### src/rtl/seg_display_ctrl_if.sv
// Bundle between the ALU result/operand registers and the seven-segment
// controller: display mode controls, overlay requests, segment outputs.
interface seg_display_ctrl_if #(
    parameter int NUM_DIGITS = 6,
    parameter int RESULT_W   = 24
);
    logic                    oneMsPulse;
    logic                    dispMode;
    logic                    signedMode;
    logic                    blankLZ;
    logic [RESULT_W-1:0]     OpResult;
    logic [7:0]              OpReg;
    logic                    ShowOpReg;
    logic [2:0]              OpCode;
    logic                    ShowOpCode;
    logic [8*NUM_DIGITS-1:0] HEX;
    logic                    convBusy;

    modport master (
        output oneMsPulse, dispMode, signedMode, blankLZ,
        output OpResult, OpReg, ShowOpReg, OpCode, ShowOpCode,
        input  HEX, convBusy
    );

    modport slave (
        input  oneMsPulse, dispMode, signedMode, blankLZ,
        input  OpResult, OpReg, ShowOpReg, OpCode, ShowOpCode,
        output HEX, convBusy
    );
endinterface

### src/rtl/seg_display_ctrl.sv
// Seven-segment display controller: sequential double-dabble BCD engine,
// double-buffered digits, hex mode and timed register/opcode overlays.
module hex_driver (
    input  logic [4:0] char_i,
    output logic [7:0] seg_o
);
    // Character code to active-low segment byte, decimal point off
    always_comb begin
        seg_o = 8'hFF;
        case (char_i)
            5'h00: seg_o = 8'hC0;
            5'h01: seg_o = 8'hF9;
            5'h02: seg_o = 8'hA4;
            5'h03: seg_o = 8'hB0;
            5'h04: seg_o = 8'h99;
            5'h05: seg_o = 8'h92;
            5'h06: seg_o = 8'h82;
            5'h07: seg_o = 8'hF8;
            5'h08: seg_o = 8'h80;
            5'h09: seg_o = 8'h90;
            5'h0A: seg_o = 8'h88;
            5'h0B: seg_o = 8'h83;
            5'h0C: seg_o = 8'hC6;
            5'h0D: seg_o = 8'hA1;
            5'h0E: seg_o = 8'h86;
            5'h0F: seg_o = 8'h8E;
            5'h10: seg_o = 8'hAF;
            5'h11: seg_o = 8'hA3;
            5'h12: seg_o = 8'hC2;
            5'h14: seg_o = 8'hBF;
            default: seg_o = 8'hFF;
        endcase
    end
endmodule

module seg_display_ctrl #(
    parameter int NUM_DIGITS = 6,
    parameter int RESULT_W   = 24,
    parameter int TIMEOUT_MS = 3000
) (
    input logic               clk,
    input logic               rst_n,
    seg_display_ctrl_if.slave bus
);
    localparam int BCD_D = 10;
    localparam int CW    = $clog2(TIMEOUT_MS + 1);
    localparam int SW    = $clog2(RESULT_W + 1);
    localparam int PADW  = (RESULT_W > 4 * NUM_DIGITS) ? RESULT_W : 4 * NUM_DIGITS;

    localparam logic [4:0] CHAR_R     = 5'h10;
    localparam logic [4:0] CHAR_O     = 5'h11;
    localparam logic [4:0] CHAR_G     = 5'h12;
    localparam logic [4:0] CHAR_BLANK = 5'h13;
    localparam logic [4:0] CHAR_MINUS = 5'h14;

    typedef enum logic [1:0] {SHOW_RESULT, SHOW_OPREG, SHOW_OPCODE} disp_e;
    typedef enum logic [1:0] {IDLE, LOAD, SHIFT, DONE} bcd_e;

    disp_e                   disp_q, disp_d;
    logic [CW-1:0]           tmo_q, tmo_d;
    bcd_e                    bst_q, bst_d;
    logic [RESULT_W-1:0]     snap_q, snap_d;
    logic                    snap_sgn_q, snap_sgn_d;
    logic [RESULT_W-1:0]     mag_q, mag_d;
    logic                    neg_q, neg_d;
    logic [4*BCD_D-1:0]      acc_q, acc_d;
    logic [SW-1:0]           scnt_q, scnt_d;
    logic [4*NUM_DIGITS-1:0] buf_dig_q, buf_dig_d;
    logic                    buf_neg_q, buf_neg_d;
    logic                    buf_ovf_q, buf_ovf_d;
    logic                    buf_smode_q, buf_smode_d;

    logic [4*BCD_D-1:0]      adj;
    logic                    ovf;
    logic [PADW-1:0]         hex_src;
    logic [4:0]              chr [NUM_DIGITS];
    logic [4:0]              dchr;
    int                      msd;

    // Overlay selection: opcode request wins, requests restart the timeout
    always_comb begin
        disp_d = disp_q;
        tmo_d  = tmo_q;
        if (bus.ShowOpCode) begin
            disp_d = SHOW_OPCODE;
            tmo_d  = '0;
        end else if (bus.ShowOpReg) begin
            disp_d = SHOW_OPREG;
            tmo_d  = '0;
        end else if (disp_q != SHOW_RESULT && bus.oneMsPulse) begin
            if (tmo_q == CW'(TIMEOUT_MS - 1)) begin
                disp_d = SHOW_RESULT;
                tmo_d  = '0;
            end else begin
                tmo_d = tmo_q + CW'(1);
            end
        end
    end

    // Double-dabble engine; display buffer only changes in DONE
    always_comb begin
        bst_d       = bst_q;
        snap_d      = snap_q;
        snap_sgn_d  = snap_sgn_q;
        mag_d       = mag_q;
        neg_d       = neg_q;
        acc_d       = acc_q;
        scnt_d      = scnt_q;
        buf_dig_d   = buf_dig_q;
        buf_neg_d   = buf_neg_q;
        buf_ovf_d   = buf_ovf_q;
        buf_smode_d = buf_smode_q;
        adj         = acc_q;
        ovf         = 1'b0;
        for (int i = 0; i < BCD_D; i++) begin
            if (acc_q[4*i +: 4] >= 4'd5)
                adj[4*i +: 4] = acc_q[4*i +: 4] + 4'd3;
            if (i >= NUM_DIGITS - int'(neg_q) && acc_q[4*i +: 4] != 4'd0)
                ovf = 1'b1;
        end
        case (bst_q)
            IDLE: begin
                if (bus.OpResult != snap_q || bus.signedMode != snap_sgn_q)
                    bst_d = LOAD;
            end
            LOAD: begin
                snap_d     = bus.OpResult;
                snap_sgn_d = bus.signedMode;
                if (bus.signedMode && bus.OpResult[RESULT_W-1]) begin
                    mag_d = -bus.OpResult;
                    neg_d = 1'b1;
                end else begin
                    mag_d = bus.OpResult;
                    neg_d = 1'b0;
                end
                acc_d  = '0;
                scnt_d = '0;
                bst_d  = SHIFT;
            end
            SHIFT: begin
                acc_d  = (adj << 1) | {{(4*BCD_D-1){1'b0}}, mag_q[RESULT_W-1]};
                mag_d  = mag_q << 1;
                scnt_d = scnt_q + SW'(1);
                if (scnt_q == SW'(RESULT_W - 1))
                    bst_d = DONE;
            end
            DONE: begin
                buf_dig_d   = acc_q[4*NUM_DIGITS-1:0];
                buf_neg_d   = neg_q;
                buf_ovf_d   = ovf;
                buf_smode_d = snap_sgn_q;
                bst_d       = IDLE;
            end
            default: bst_d = IDLE;
        endcase
    end

    // Per-digit character selection from overlay, hex input or BCD buffer
    always_comb begin
        hex_src = PADW'(bus.OpResult);
        msd     = 0;
        dchr    = CHAR_BLANK;
        for (int i = 0; i < NUM_DIGITS; i++) begin
            chr[i] = CHAR_BLANK;
            if (buf_dig_q[4*i +: 4] != 4'd0)
                msd = i;
        end
        case (disp_q)
            SHOW_OPREG: begin
                chr[5] = CHAR_R;
                chr[4] = 5'h0E;
                chr[3] = CHAR_G;
                chr[1] = {1'b0, bus.OpReg[7:4]};
                chr[0] = {1'b0, bus.OpReg[3:0]};
            end
            SHOW_OPCODE: begin
                chr[5] = 5'h0C;
                chr[4] = CHAR_O;
                chr[3] = 5'h0D;
                chr[2] = 5'h0E;
                chr[0] = {2'b00, bus.OpCode};
            end
            default: begin
                for (int i = 0; i < NUM_DIGITS; i++) begin
                    dchr = {1'b0, buf_dig_q[4*i +: 4]};
                    if (bus.dispMode)
                        chr[i] = {1'b0, hex_src[4*i +: 4]};
                    else if (buf_ovf_q)
                        chr[i] = CHAR_MINUS;
                    else if (bus.blankLZ) begin
                        if (i <= msd)
                            chr[i] = dchr;
                        else if (i == msd + 1 && buf_neg_q)
                            chr[i] = CHAR_MINUS;
                        else
                            chr[i] = CHAR_BLANK;
                    end else if (i == NUM_DIGITS - 1 && buf_neg_q)
                        chr[i] = CHAR_MINUS;
                    else if (i == NUM_DIGITS - 1 && buf_smode_q)
                        chr[i] = CHAR_BLANK;
                    else
                        chr[i] = dchr;
                end
            end
        endcase
    end

    // State registers for overlay FSM, BCD engine and display buffer
    always_ff @(posedge clk or negedge rst_n) begin
        if (!rst_n) begin
            disp_q      <= SHOW_RESULT;
            tmo_q       <= '0;
            bst_q       <= IDLE;
            snap_q      <= '0;
            snap_sgn_q  <= 1'b0;
            mag_q       <= '0;
            neg_q       <= 1'b0;
            acc_q       <= '0;
            scnt_q      <= '0;
            buf_dig_q   <= '0;
            buf_neg_q   <= 1'b0;
            buf_ovf_q   <= 1'b0;
            buf_smode_q <= 1'b0;
        end else begin
            disp_q      <= disp_d;
            tmo_q       <= tmo_d;
            bst_q       <= bst_d;
            snap_q      <= snap_d;
            snap_sgn_q  <= snap_sgn_d;
            mag_q       <= mag_d;
            neg_q       <= neg_d;
            acc_q       <= acc_d;
            scnt_q      <= scnt_d;
            buf_dig_q   <= buf_dig_d;
            buf_neg_q   <= buf_neg_d;
            buf_ovf_q   <= buf_ovf_d;
            buf_smode_q <= buf_smode_d;
        end
    end

    assign bus.convBusy = (bst_q != IDLE);

    for (genvar g = 0; g < NUM_DIGITS; g++) begin : g_dig
        hex_driver u_hex (
            .char_i (chr[g]),
            .seg_o  (bus.HEX[8*g +: 8])
        );
    end
endmodule

### src/flat_wrapper.sv
// flat-port wrapper written by rule: the top's interface ports become plain ports
module seg_display_ctrl_flat 
#(
    parameter int NUM_DIGITS = 6,
    parameter int RESULT_W   = 24,
    parameter int TIMEOUT_MS = 3000
)
  (clk, rst_n, bus_oneMsPulse, bus_dispMode, bus_signedMode, bus_blankLZ, bus_OpResult, bus_OpReg, bus_ShowOpReg, bus_OpCode, bus_ShowOpCode, bus_HEX, bus_convBusy);
  seg_display_ctrl_if #(.NUM_DIGITS(NUM_DIGITS), .RESULT_W(RESULT_W)) bus_i ();
  input logic clk;
  input logic rst_n;
  input wire logic [$bits(bus_i.oneMsPulse)-1:0] bus_oneMsPulse;
  input wire logic [$bits(bus_i.dispMode)-1:0] bus_dispMode;
  input wire logic [$bits(bus_i.signedMode)-1:0] bus_signedMode;
  input wire logic [$bits(bus_i.blankLZ)-1:0] bus_blankLZ;
  input wire logic [$bits(bus_i.OpResult)-1:0] bus_OpResult;
  input wire logic [$bits(bus_i.OpReg)-1:0] bus_OpReg;
  input wire logic [$bits(bus_i.ShowOpReg)-1:0] bus_ShowOpReg;
  input wire logic [$bits(bus_i.OpCode)-1:0] bus_OpCode;
  input wire logic [$bits(bus_i.ShowOpCode)-1:0] bus_ShowOpCode;
  output wire logic [$bits(bus_i.HEX)-1:0] bus_HEX;
  output wire logic [$bits(bus_i.convBusy)-1:0] bus_convBusy;
  assign bus_i.oneMsPulse = bus_oneMsPulse;
  assign bus_i.dispMode = bus_dispMode;
  assign bus_i.signedMode = bus_signedMode;
  assign bus_i.blankLZ = bus_blankLZ;
  assign bus_i.OpResult = bus_OpResult;
  assign bus_i.OpReg = bus_OpReg;
  assign bus_i.ShowOpReg = bus_ShowOpReg;
  assign bus_i.OpCode = bus_OpCode;
  assign bus_i.ShowOpCode = bus_ShowOpCode;
  assign bus_HEX = bus_i.HEX;
  assign bus_convBusy = bus_i.convBusy;
  seg_display_ctrl #(.NUM_DIGITS(NUM_DIGITS), .RESULT_W(RESULT_W), .TIMEOUT_MS(TIMEOUT_MS)) u_core (.clk(clk), .rst_n(rst_n), .bus(bus_i));
endmodule
### config.mk
export PLATFORM = sky130hd
export DESIGN_NAME = seg_display_ctrl_flat
export DESIGN_NICKNAME = d
export VERILOG_FILES = /design/src/rtl/seg_display_ctrl_if.sv /design/src/rtl/seg_display_ctrl.sv /design/src/flat_wrapper.sv
export SDC_FILE = /design/constraint.sdc
export NUM_CORES = 1
export LEC_CHECK = 0
export CORE_MARGIN = 2
export CORE_UTILIZATION = 35
export CTS_BUF_LIST = sky130_fd_sc_hd__clkbuf_4 sky130_fd_sc_hd__clkbuf_8
export CTS_CLUSTER_SIZE = 8
export DETAILED_ROUTE_END_ITERATION = 8
export SLEW_MARGIN = 0
export SYNTH_ARGS = -nofsm -noshare
export SYNTH_HDL_FRONTEND = slang
export SYNTH_HIERARCHICAL = 1
export SYNTH_SLANG_ARGS = --single-unit
export TNS_END_PERCENT = 100
### constraint.sdc
create_clock -name clk -period 7.2 [get_ports clk]
set_clock_uncertainty 0.05 [all_clocks]
set_input_delay 0.72 -clock clk [delete_from_list [all_inputs] [get_ports clk]]
set_output_delay 0.72 -clock clk [all_outputs]
set_load 0.005 [all_outputs]
Yosys cells after proc, flatten, opt, wreduce, memory -nomap -nowiden --
Memory sizes are Yosys's and may differ from the RTL's. Index checks and enable logic that the tools add are counted.
Storage, ports and cells: register bits after elaboration 138, ROM bits 1344, memories kept 6
Memory list:
- (name not given) | depth 32, bits a word 7, rd ports 1, clocked after Yosys merged registers in 0, wr ports 0, line seg_display_ctrl.sv:10 | case (char_i)
- (name not given) | depth 32, bits a word 7, rd ports 1, clocked after Yosys merged registers in 0, wr ports 0, line seg_display_ctrl.sv:10
- (name not given) | depth 32, bits a word 7, rd ports 1, clocked after Yosys merged registers in 0, wr ports 0, line seg_display_ctrl.sv:10
- (name not given) | depth 32, bits a word 7, rd ports 1, clocked after Yosys merged registers in 0, wr ports 0, line seg_display_ctrl.sv:10
- (name not given) | depth 32, bits a word 7, rd ports 1, clocked after Yosys merged registers in 0, wr ports 0, line seg_display_ctrl.sv:10
- (name not given) | depth 32, bits a word 7, rd ports 1, clocked after Yosys merged registers in 0, wr ports 0, line seg_display_ctrl.sv:10
Cells by class: $add $sub $neg 15, $lt $le $gt $ge 26, eq/ne operators 16, multiplexer cells 77, bitwise gates (word level) 1, reduce and logical (&&, ||, !) cells 43
Operators by type and width (count):
- 5-bit 2-to-1 mux | 26
- 4-bit by 32-bit greater-or-equal comparator with 1-bit output, first input constant | 4
- 40-bit case mux with 2 select lines | 1
- 3-bit by 32-bit equality test with 1-bit output, first input constant | 2
- 4-bit by 32-bit equality test with 1-bit output, first input constant | 2
- 3-bit by 32-bit greater-or-equal comparator with 1-bit output, first input constant | 2
- 5-bit by 32-bit greater-or-equal comparator with 1-bit output, first input constant | 2
- 4-bit nonzero test | 15
- 12-bit 2-to-1 mux | 4
- 24-bit case mux with 2 select lines | 1
- 4-bit by 3-bit greater-or-equal comparator with 1-bit output, second input constant | 10
- 40-bit by 1-bit OR with 40-bit output | 1
- 5-bit case mux with 2 select lines | 4
- 4-bit by 2-bit adder with 4-bit output, second input constant | 9
- 4-bit 2-to-1 mux | 9
- 2-bit by 32-bit equality test with 1-bit output, first input constant | 1
- 1-bit by 32-bit greater-or-equal comparator with 1-bit output, first input constant | 1
- 2-bit by 32-bit greater-or-equal comparator with 1-bit output, first input constant | 1
- 32-bit zero test | 1
- 15-bit case mux with 2 select lines | 1
- 3-bit 2-to-1 mux | 9
- 24-bit 2-to-1 mux | 1
- 24-bit != test | 1
- 24-bit negation | 1
- 23 further kinds | 69

Depth between registers and ports, before layout --
An unclocked memory read counts as a cell.
depth in word-level cells 16, depth in mapped cells 13, gate-level depth less buffers 13

Hierarchy --
Netlist, hierarchy kept.
By module, submodules not included:
- seg_display_ctrl | times used 1, cells each 885, area an instance 8284.2 um^2, seq. area each 3453.3 um^2
- hex_driver at u_core.g_dig[2].u_hex ... | times used 4, cells each 55, area an instance 409.1 um^2, seq. area each 0.0 um^2
- hex_driver at u_core.g_dig[1].u_hex | times used 1, cells each 58, area an instance 421.7 um^2, seq. area each 0.0 um^2
- hex_driver at u_core.g_dig[0].u_hex | times used 1, cells each 51, area an instance 381.6 um^2, seq. area each 0.0 um^2

Least setup slack after synthesis --
OpenSTA, ideal clock, no wires.
path type reg-to-output, from register u_core.buf_dig_q[16], to output bus_HEX[25], arrival 3.230 ns, data required time 6.430 ns, setup slack 3.200 ns, cell stages (with the launch flop) 13, path through dfrtp_1 -> or4_4 -> nor3_2 -> inv_1 -> ha_1 -> nand4b_1 -> o21ai_0 -> o21ai_0 -> inv_1 -> ha_1 -> or2b_2 -> o21ai_0 -> a211o_1
RTL lines:
- start: declaration | line seg_display_ctrl.sv:68 | logic [4*NUM_DIGITS-1:0] buf_dig_q, buf_dig_d;
- start signal: assignment | line seg_display_ctrl.sv:234 | buf_dig_q <= buf_dig_d;
- end: declaration | line flat_wrapper.sv:21 | output wire logic [$bits(bus_i.HEX)-1:0] bus_HEX;

==> flow_metrics.tcl <==
set metrics [dict create \
    fmax_mhz 183.5 \
    multi_input_area_sq_mm 0.006411 \
    period_minus_slack_ns 5.450 \
    htree_levels 4 \
    syn-mean-instance-area_sq_um 8.834 \
    final_common_cell "dfrtp_1" \
    tightest_slew_ns 1.165 \
    power_density_mw_per_mm2 288.7 \
    synth_ff_type "dfrtp_1" \
    peakVddDrop_uv 137.1 \
    yosys_warnings 6 \
    hold_ws_ns 0.2146 \
    cts-resized-gates 0 \
    layout_common_cells "138 x dfrtp_1, 107 x o21ai_0, 85 x inv_1" \
    remaining_drc_errors 0 \
    firstDrtPassIters 5 \
    synthArstFlopShare_pct 100.0 \
    end_kind "output pin" \
    nNetsFinal 1362 \
    netlist_area_sq_mm 0.01072 \
    max_slew_margin_pct 22.07 \
    synthesis.nets 1334 \
    antenna_found_initial 0 \
    cts.clk_slew.worst_paths_ns 0.08 \
    routabilityCongestion 0.9105 \
    crit_fanout 16 \
    setup_tns_ns 0 \
    fillerInstances 3040 \
    placedCellCount 1619 \
    synth_seq_area_share_pct 32.20 \
    n_antenna_cell 0 \
    first_iter_violations 516 \
    postCtsHoldBufs 0 \
    clk_path_buf_depth 2 \
    total_power_mw 3.465 \
    placed_area_sq_mm 0.01163 \
    fin_area_sq_mm 0.01200 \
    wl_mm 27.31 \
    seqCellArea_sq_mm 0.003453 \
    syn2layout_area_growth_pct 11.92 \
    crit_type "in2out" \
    die_y_um 179.0 \
    grt_overflow 0 \
    ant_nets 0 \
    clk_latency_ns 0.44 \
    synth_top_area_share_pct 32.20 \
    cts_tree "done" \
    die_w_um 179.0 \
    track_usage_pct 17.10 \
    status "complete, no violations" \
    vias_per_cell 5.412 \
    post_cts_buffers 0 \
    io_buffers 85 \
    cap_violations 0 \
    synth.distinct_cells 83 \
    drive_gt1_share_pct 11.64 \
    vias 8930 \
    hold_viol_final 0 \
    p_leak_nw 4.995 \
    critPathArrivalTime_ns 4.68 \
    synth-edff-count 0 \
    fin_cells 1650 \
    cts_sinks 138 \
    grt_max_degree 73 \
    cp_data_required_time_ns 6.43 \
    drt-wirelength-per-cell_um 16.55 \
    cts_made_buffers 17 \
    die_area_sq_mm 0.03206 \
    hold_path_class "in2async" \
    grt_pass1_vias 8303 \
    slew_violations 0 \
    root_buffer "clkbuf_8" \
    start_util_pct 35.34 \
    cp-start-kind "input pin" \
    yosys_register_bits 138 \
    place_hpwl_mm 20.21 \
    rows 64 \
    post-route-period-util_pct 75.69 \
    synthTopCellsByArea "dfrtp_1 32%, ha_1 9.0%, mux2_2 6.4%" \
    core_area_sq_mm 0.03035 \
    grt_first_pass_wirelength_mm 43.67 \
    finalSetupViolCount 0 \
    yosysTopAreaCell "dfrtp_1" \
    rsz0062_at_grt "false" \
    syn_inst 1214 \
    boundaryPins 92 \
]
registers in the layout (all words and copies together), names as in the netlist, 2 cells and up:
register / cells
u_core/bst_q: 2
u_core/disp_q: 2
u_core/scnt_q: 5
u_core/buf_dig_q: 24
u_core/mag_q: 24
u_core/acc_q: 40
u_core/tmo_q: 12
u_core/snap_q: 24
cell families after synthesis:
group	share of synthesized area, %
XOR/XNOR	5.799
AO/OA/AOI/OAI	18.78
flip-flops	32.20
buffers and inverters	8.249
AND/OR/NAND/NOR	18.11
multiplexers	7.665
other	0.2100
adder cells (fa/ha/maj)	8.984
through the flow:
stage               setup WS, ns  utilization, %
floorplan                  3.200               -
global placement           1.892           38.33
detailed placement         1.803           38.33
CTS                        1.800           39.55
global route               1.346           39.55
finish                     1.750           39.55
worst max-delay path, cell delays in order:
cell and delay, ns:
clkdlybuf4s50_1 0.71, inv_1 0.18, nor2_1 0.91, a221oi_1 0.19, o21ai_0 0.41, inv_1 0.24, ha_1 0.39, nand2b_1 0.08
a21boi_0 0.13, o21ai_0 0.20, clkdlybuf4s50_1 0.53
area by class of cell:
cell class	instances	share of cell area [%]
clock buffer	17	1.949
clock inverter	14	1.136
inverter	90	2.815
multi-input combinational	899	53.41
sequential	138	28.77
tap	396	4.128
timing repair buffer	96	7.787
cells in the mapped netlist, types with 7 or more instances:
library cell	number
o22ai_1	24
inv_1	85
mux2_2	61
xor2_1	8
nand2b_1	22
nor2_1	68
a22o_1	7
nand3_1	24
o211ai_1	10
buf_2	14
buf_6	17
a211oi_1	12
o21ai_0	108
a31oi_1	17
ha_1	77
nor3_1	35
nand4_1	12
clkbuf_1	36
nor4b_1	7
xnor2_1	63
o32ai_1	8
nand2_1	80
dfrtp_1	138
mux2i_1	12
and3_1	16
buf_4	8
o31ai_1	7
nor4_1	8
nor2b_1	13
a21oi_1	75
power breakdown:
part	internal, mW	total [mW]	switching [mW]
clock network	0.280	0.603	0.324
logic	0.861	1.70	0.843
registers	0.969	1.16	0.189
total	2.11	3.47	1.36
final timing paths:
check / from / to / slack (ns) / depth (start not counted)
min in group clk: u_core/mag_q[1] / u_core/mag_q[1] / 0.46 / 1
max in group asynchronous: rst_n / u_core/snap_q[5] / 5.57 / 2
worst max register to register: u_core/bst_q[0] / u_core/mag_q[10] / 4.59 / 5
worst min-delay path: rst_n / u_core/tmo_q[10] / 0.21 / 1
worst max-delay path: bus_dispMode / bus_HEX[9] / 1.75 / 11
worst min register to register: u_core/mag_q[1] / u_core/mag_q[1] / 0.46 / 1
layer usage:
metal	track usage (%)	up-vias	wire length [um]
li1	-	4361	-
met1	22.29	4336	12200
met2	29.12	209	13240
met3	2.778	24	1336
met4	4.912	0	535
met5	0	-	0
(Power assumes the default switching activity.)
==> edit 1: new RTL, same settings <==
Make the reset (`rst_n`) synchronous in one clocked block.
--- a/src/rtl/seg_display_ctrl.sv
+++ b/src/rtl/seg_display_ctrl.sv
@@ -206,7 +206,7 @@
     end
 
     // State registers for overlay FSM, BCD engine and display buffer
-    always_ff @(posedge clk or negedge rst_n) begin
+    always_ff @(posedge clk) begin
         if (!rst_n) begin
             disp_q      <= SHOW_RESULT;
             tmo_q       <= '0;
Check against the original RTL: differs if rst_n is asserted again (counterexample within 4 cycles, from zero or initial values and one cycle with rst_n low); with rst_n held inactive, the same outputs for 4 cycles.
==> edit 1 against the original RTL <==
- register-to-register slack got worse by 0.04 ns
- sequential cell count did not move
- via count rose by 2.7%
- maximum frequency fell by 0.73%
- wire length rose by 4.1%
- power fell by 22%
- sequential share of layout area fell by 4.7 points
- core utilization rose by 0.25 points
- final area fell by 4.3%
- die area fell by 4.0%
- area after synthesis fell by 4.1%
- worst setup slack got worse by 0.040 ns
- critical path type is now flip-flop to output pin
- largest power group unchanged
- highest routed layer unchanged
==> edit 1: results (changes against the original RTL) <==
Setup path
  • Setup crit start: u_core/disp_q[0]
  • Crit path largest cell delay: 0.65 ns (-0.26 ns)
  • Crit path DAT: 4.72 ns (+0.04 ns)
  • Worst reg-to-reg setup slack: 4.55 ns (-0.04 ns)
  • Master of the slowest instance on the critical path: o21ai_0
  • R2R depth: 8 (+3)
  • Reg-to-reg endpoint: u_core/mag_q[20]

Power and ir drop
  • Worst vdd ir: 0.180 mV (+31%)
  • Leak: 4.32 nW (-14%)

Global route
  • Largest net degree at the start of global routing: 64 (-12%)

Synth
  • Synth Area in XOR/XNOR: 6.30% (+0.50 points)
  • Post-synthesis sequential area ratio: 26.9% (-5.4 points)
  • Syn Nets: 1397 (+4.7%)
  • Post-synthesis area per instance: 8.06 um^2 (-8.8%)
  • Main synth FF type: dfxtp_1
  • Post-synth ARST share: 0% (-100 points)
  • Top post-synthesis cells by count: nor2_1 (153), dfxtp_1 (138), mux2i_1 (87), a21oi_1 (82), ha_1 (77)
  • Adder-Cell Fraction of Synth Area: 9.36% (+0.38 points)
  • Synth top area cells: dfxtp_1 (27%), ha_1 (9.4%), mux2i_1 (8.5%)

Place
  • Place WS: 1.86 ns (+0.0594 ns)

Outcome
  • Status: completed

Route
  • Via Count: 9174 (+2.7%)
  • Routed wire length: 28400 um (+4.1%)
  • Starting DRT DRC Count: 704 (+36%)

Timing
  • Slew of the pin with the lowest slew margin: 1.03 ns (-0.136 ns)

Finish
  • Finished Layout Cells: 1691 (+2.5%)
edit 1: critical path, delay by kind of cell, from the launching register on:
kind,cells,cell delay [ns]
flops,1,0.43
buf+inv,4,1.10
fa+ha+maj,2,0.92
compound gates,3,0.88
simple gates,3,0.93
edit 1: area by class of cell:
cell class,instances,area [um^2],area share (%)
well taps,384,480,4.18
clock inverters,14,104,0.904
inverters,66,248,2.16
flip-flops and latches,138,2760,24.1
repair buffers,98,948,8.26
multi-input cells,974,6710,58.4
clock buffers,17,234,2.04
edit 1: power by group through the flow:
stage	combinational [mW]	clock [mW]	sequential, mW
final	1.22	0.558	0.932
after global routing	1.35	0.606	0.945
after CTS	1.22	0.570	0.932
after detailed placement	1.22	0	0.948
after global placement	1.20	0	0.945
after floorplan	0.855	0	0.930
edit 1: per-layer routing:
layer  vias to the layer above  GRT usage, %  part of all wire, %
met4                         0          5.34                  1.4
met3                        24          2.62                  4.3
met2                       236          30.0                   47
li1                       4579             -                    -
met5                         -             0                    0
met1                      4335          24.9                   47
==> edit 2: new RTL, config.mk and constraints unchanged <==
Without the edit above. Take the reset off `buf_dig_q` and load it in a clocked block of its own.
--- a/src/rtl/seg_display_ctrl.sv
+++ b/src/rtl/seg_display_ctrl.sv
@@ -217,7 +217,6 @@
             neg_q       <= 1'b0;
             acc_q       <= '0;
             scnt_q      <= '0;
-            buf_dig_q   <= '0;
             buf_neg_q   <= 1'b0;
             buf_ovf_q   <= 1'b0;
             buf_smode_q <= 1'b0;
@@ -231,11 +230,14 @@
             neg_q       <= neg_d;
             acc_q       <= acc_d;
             scnt_q      <= scnt_d;
-            buf_dig_q   <= buf_dig_d;
             buf_neg_q   <= buf_neg_d;
             buf_ovf_q   <= buf_ovf_d;
             buf_smode_q <= buf_smode_d;
         end
+    end
+
+    always_ff @(posedge clk) begin
+        buf_dig_q <= buf_dig_d;
     end
 
     assign bus.convBusy = (bst_q != IDLE);
Function: no difference found for any inputs over 4 cycles, from zero or initial values and one cycle with rst_n low; that may be too few to reach the edited logic, so the function may still have changed.
==> edit 2 against the original RTL <==
- sequential cell count unchanged
- critical path type is now flip-flop to output pin
- area after synthesis decreased by 2.1%
- wire length decreased by 1.1%
- highest routed layer unchanged
- core utilization increased by 0.40 points
- worst setup slack got worse by 0.50 ns
- power decreased by 12%
- final area decreased by 1.6%
==> edit 2: results (changes against the original RTL) <==
Setup path
  • Reg-to-reg endpoint: u_core/mag_q[14]
  • Crit path DAT: 5.18 ns (+0.50 ns)
  • R2R depth: 5 (unchanged)
  • Setup crit start: u_core/buf_dig_q[20]
  • CP endpoint: bus_HEX[22]
  • Worst reg-to-reg setup slack: 4.88 ns (+0.29 ns)

Clock network
  • Worst skew pair latency: 0.46 ns (+0.02 ns)
  • Worst-path clk slew: about 0.09 ns
  • Setup repair bufs after CTS: 0 (unchanged)
  • Root Buffer: clkbuf_8

Global route
  • Largest net degree at the start of global routing: 75 (+2.7%)
  • Total GRT Usage: 17.3% (+0.20 points)
  • First-pass GRT wire length: 43200 um (-0.96%)
  • Number of global-route vias before repair: 8158 (-1.7%)

Synth
  • Post-synth ARST share: 82.6% (-17 points)
  • Mapped Cells: 1182 (-2.6%)
  • Post-synth cell types: 79 (-4.8%)
  • Synth top area cells: dfrtp_1 (27%), ha_1 (9.2%), edfxtp_1 (6.9%)
  • Top post-synthesis cells by count: dfrtp_1 (114), o21ai_0 (100), inv_1 (84), a21oi_1 (79), ha_1 (77)
  • Syn Nets: 1302 (-2.4%)
  • Post-synthesis sequential area ratio: 34.0% (+1.8 points)
  • Post-synth EDFFs: 24 (+24)

Route
  • Vias/cell: 5.39 (-0.48%)
  • Starting DRT DRC Count: 545 (+5.6%)
  • WL per Instance: 16.7 um (+0.87%)
  • Via Count: 8709 (-2.5%)

Outcome
  • Status: completed

Power and ir drop
  • Leak: 4.74 nW (-5.1%)
  • Worst vdd ir: 0.133 mV (-2.9%)

Place
  • Post-DP Area: 11400 um^2 (-1.8%)
  • Place WS: 1.79 ns (-0.0154 ns)
  • PortBufs: 85 (unchanged)
  • Post-DP HPWL: 19600 um (-2.9%)
  • Dpl cells: 1585 (-2.1%)
  • Gpl congestion: 0.864 (-5.2%)

Finish
  • Largest register FFs: 40 (unchanged)
  • Fill count: 2983 (-1.9%)
  • Register area: 3570 um^2 (+3.5%)
  • Layout cell share with drive strength beyond 1: 9.45% (-2.2 points)

Timing
  • Tcrit/Tclk final: 82.7% (+7.0 points)
  • Slew of the pin with the lowest slew margin: 1.16 ns (-0.00571 ns)
-- edit 2: cell count changes after synthesis, moves of 5 or more --
cell | before | now
buf_1 | 6 | 1
buf_2 | 14 | 7
clkbuf_1 | 36 | 46
dfrtp_1 | 138 | 114
edfxtp_1 | 0 | 24
mux2_2 | 61 | 37
nand2_1 | 80 | 72
nor2_1 | 68 | 62
nor4_1 | 8 | 13
o21ai_0 | 108 | 100
o31ai_1 | 7 | 12
xnor2_1 | 63 | 54
xor2_1 | 8 | 17
-- edit 2: how the worst min path moves through the flow --
stage,slack (ns),endpoint,depth (start not counted)
detailed placement,0.43,u_core/buf_dig_q[11],0
global route,0.21,u_core/scnt_q[3],1
CTS,0.20,u_core/mag_q[1],1
finish,0.20,u_core/scnt_q[0],1
floorplan,0.37,u_core/acc_q[0],0
global placement,0.42,u_core/buf_dig_q[11],0
-- edit 2: per-layer routing --
metal | wire (um) | track usage (%)
met5 | 0 | 0
met3 | 1150 | 2.88
met2 | 12500 | 27.9
met4 | 773 | 6.68
met1 | 12500 | 23.2
-- edit 2: cells by family after synthesis --
kind of cell | Yosys count | synth area share (%)
compound gates | 328 | 19.7
xor+xnor | 71 | 5.92
fa+ha+maj | 77 | 9.17
buf+inv | 171 | 8.01
flops | 138 | 34.0
mux | 49 | 5.16
other cells | 6 | 0.214
simple gates | 342 | 17.8
-- edit 2: area by class of cell --
| cell class | instances | share of cell area [%] |
|---|---|---|
| inverter | 89 | 2.83 |
| clock buffer | 17 | 1.98 |
| multi-input combinational | 873 | 51.7 |
| clock inverter | 15 | 1.30 |
| sequential | 138 | 30.3 |
| tap | 390 | 4.13 |
| timing repair buffer | 95 | 7.82 |
-- edit 2: critical path, cell delays in order (launching register included) --
cell	delay (ns)
edfxtp_1	0.44
nor4_1	0.66
nand2b_1	0.19
inv_1	0.20
nand2_1	0.08
ha_1	0.28
nand2b_1	0.14
or4_4	0.47
nor3_2	0.20
nor2_1	0.08
a22oi_1	0.88
nand2_1	0.18
o221a_2	0.33
o21ai_1	0.07
clkdlybuf4s50_1	0.53
-- edit 2: where the power goes --
group	internal [mW]	switching, mW
Sequential	0.952	0.138
Clock	0.287	0.347
Combinational	0.673	0.665
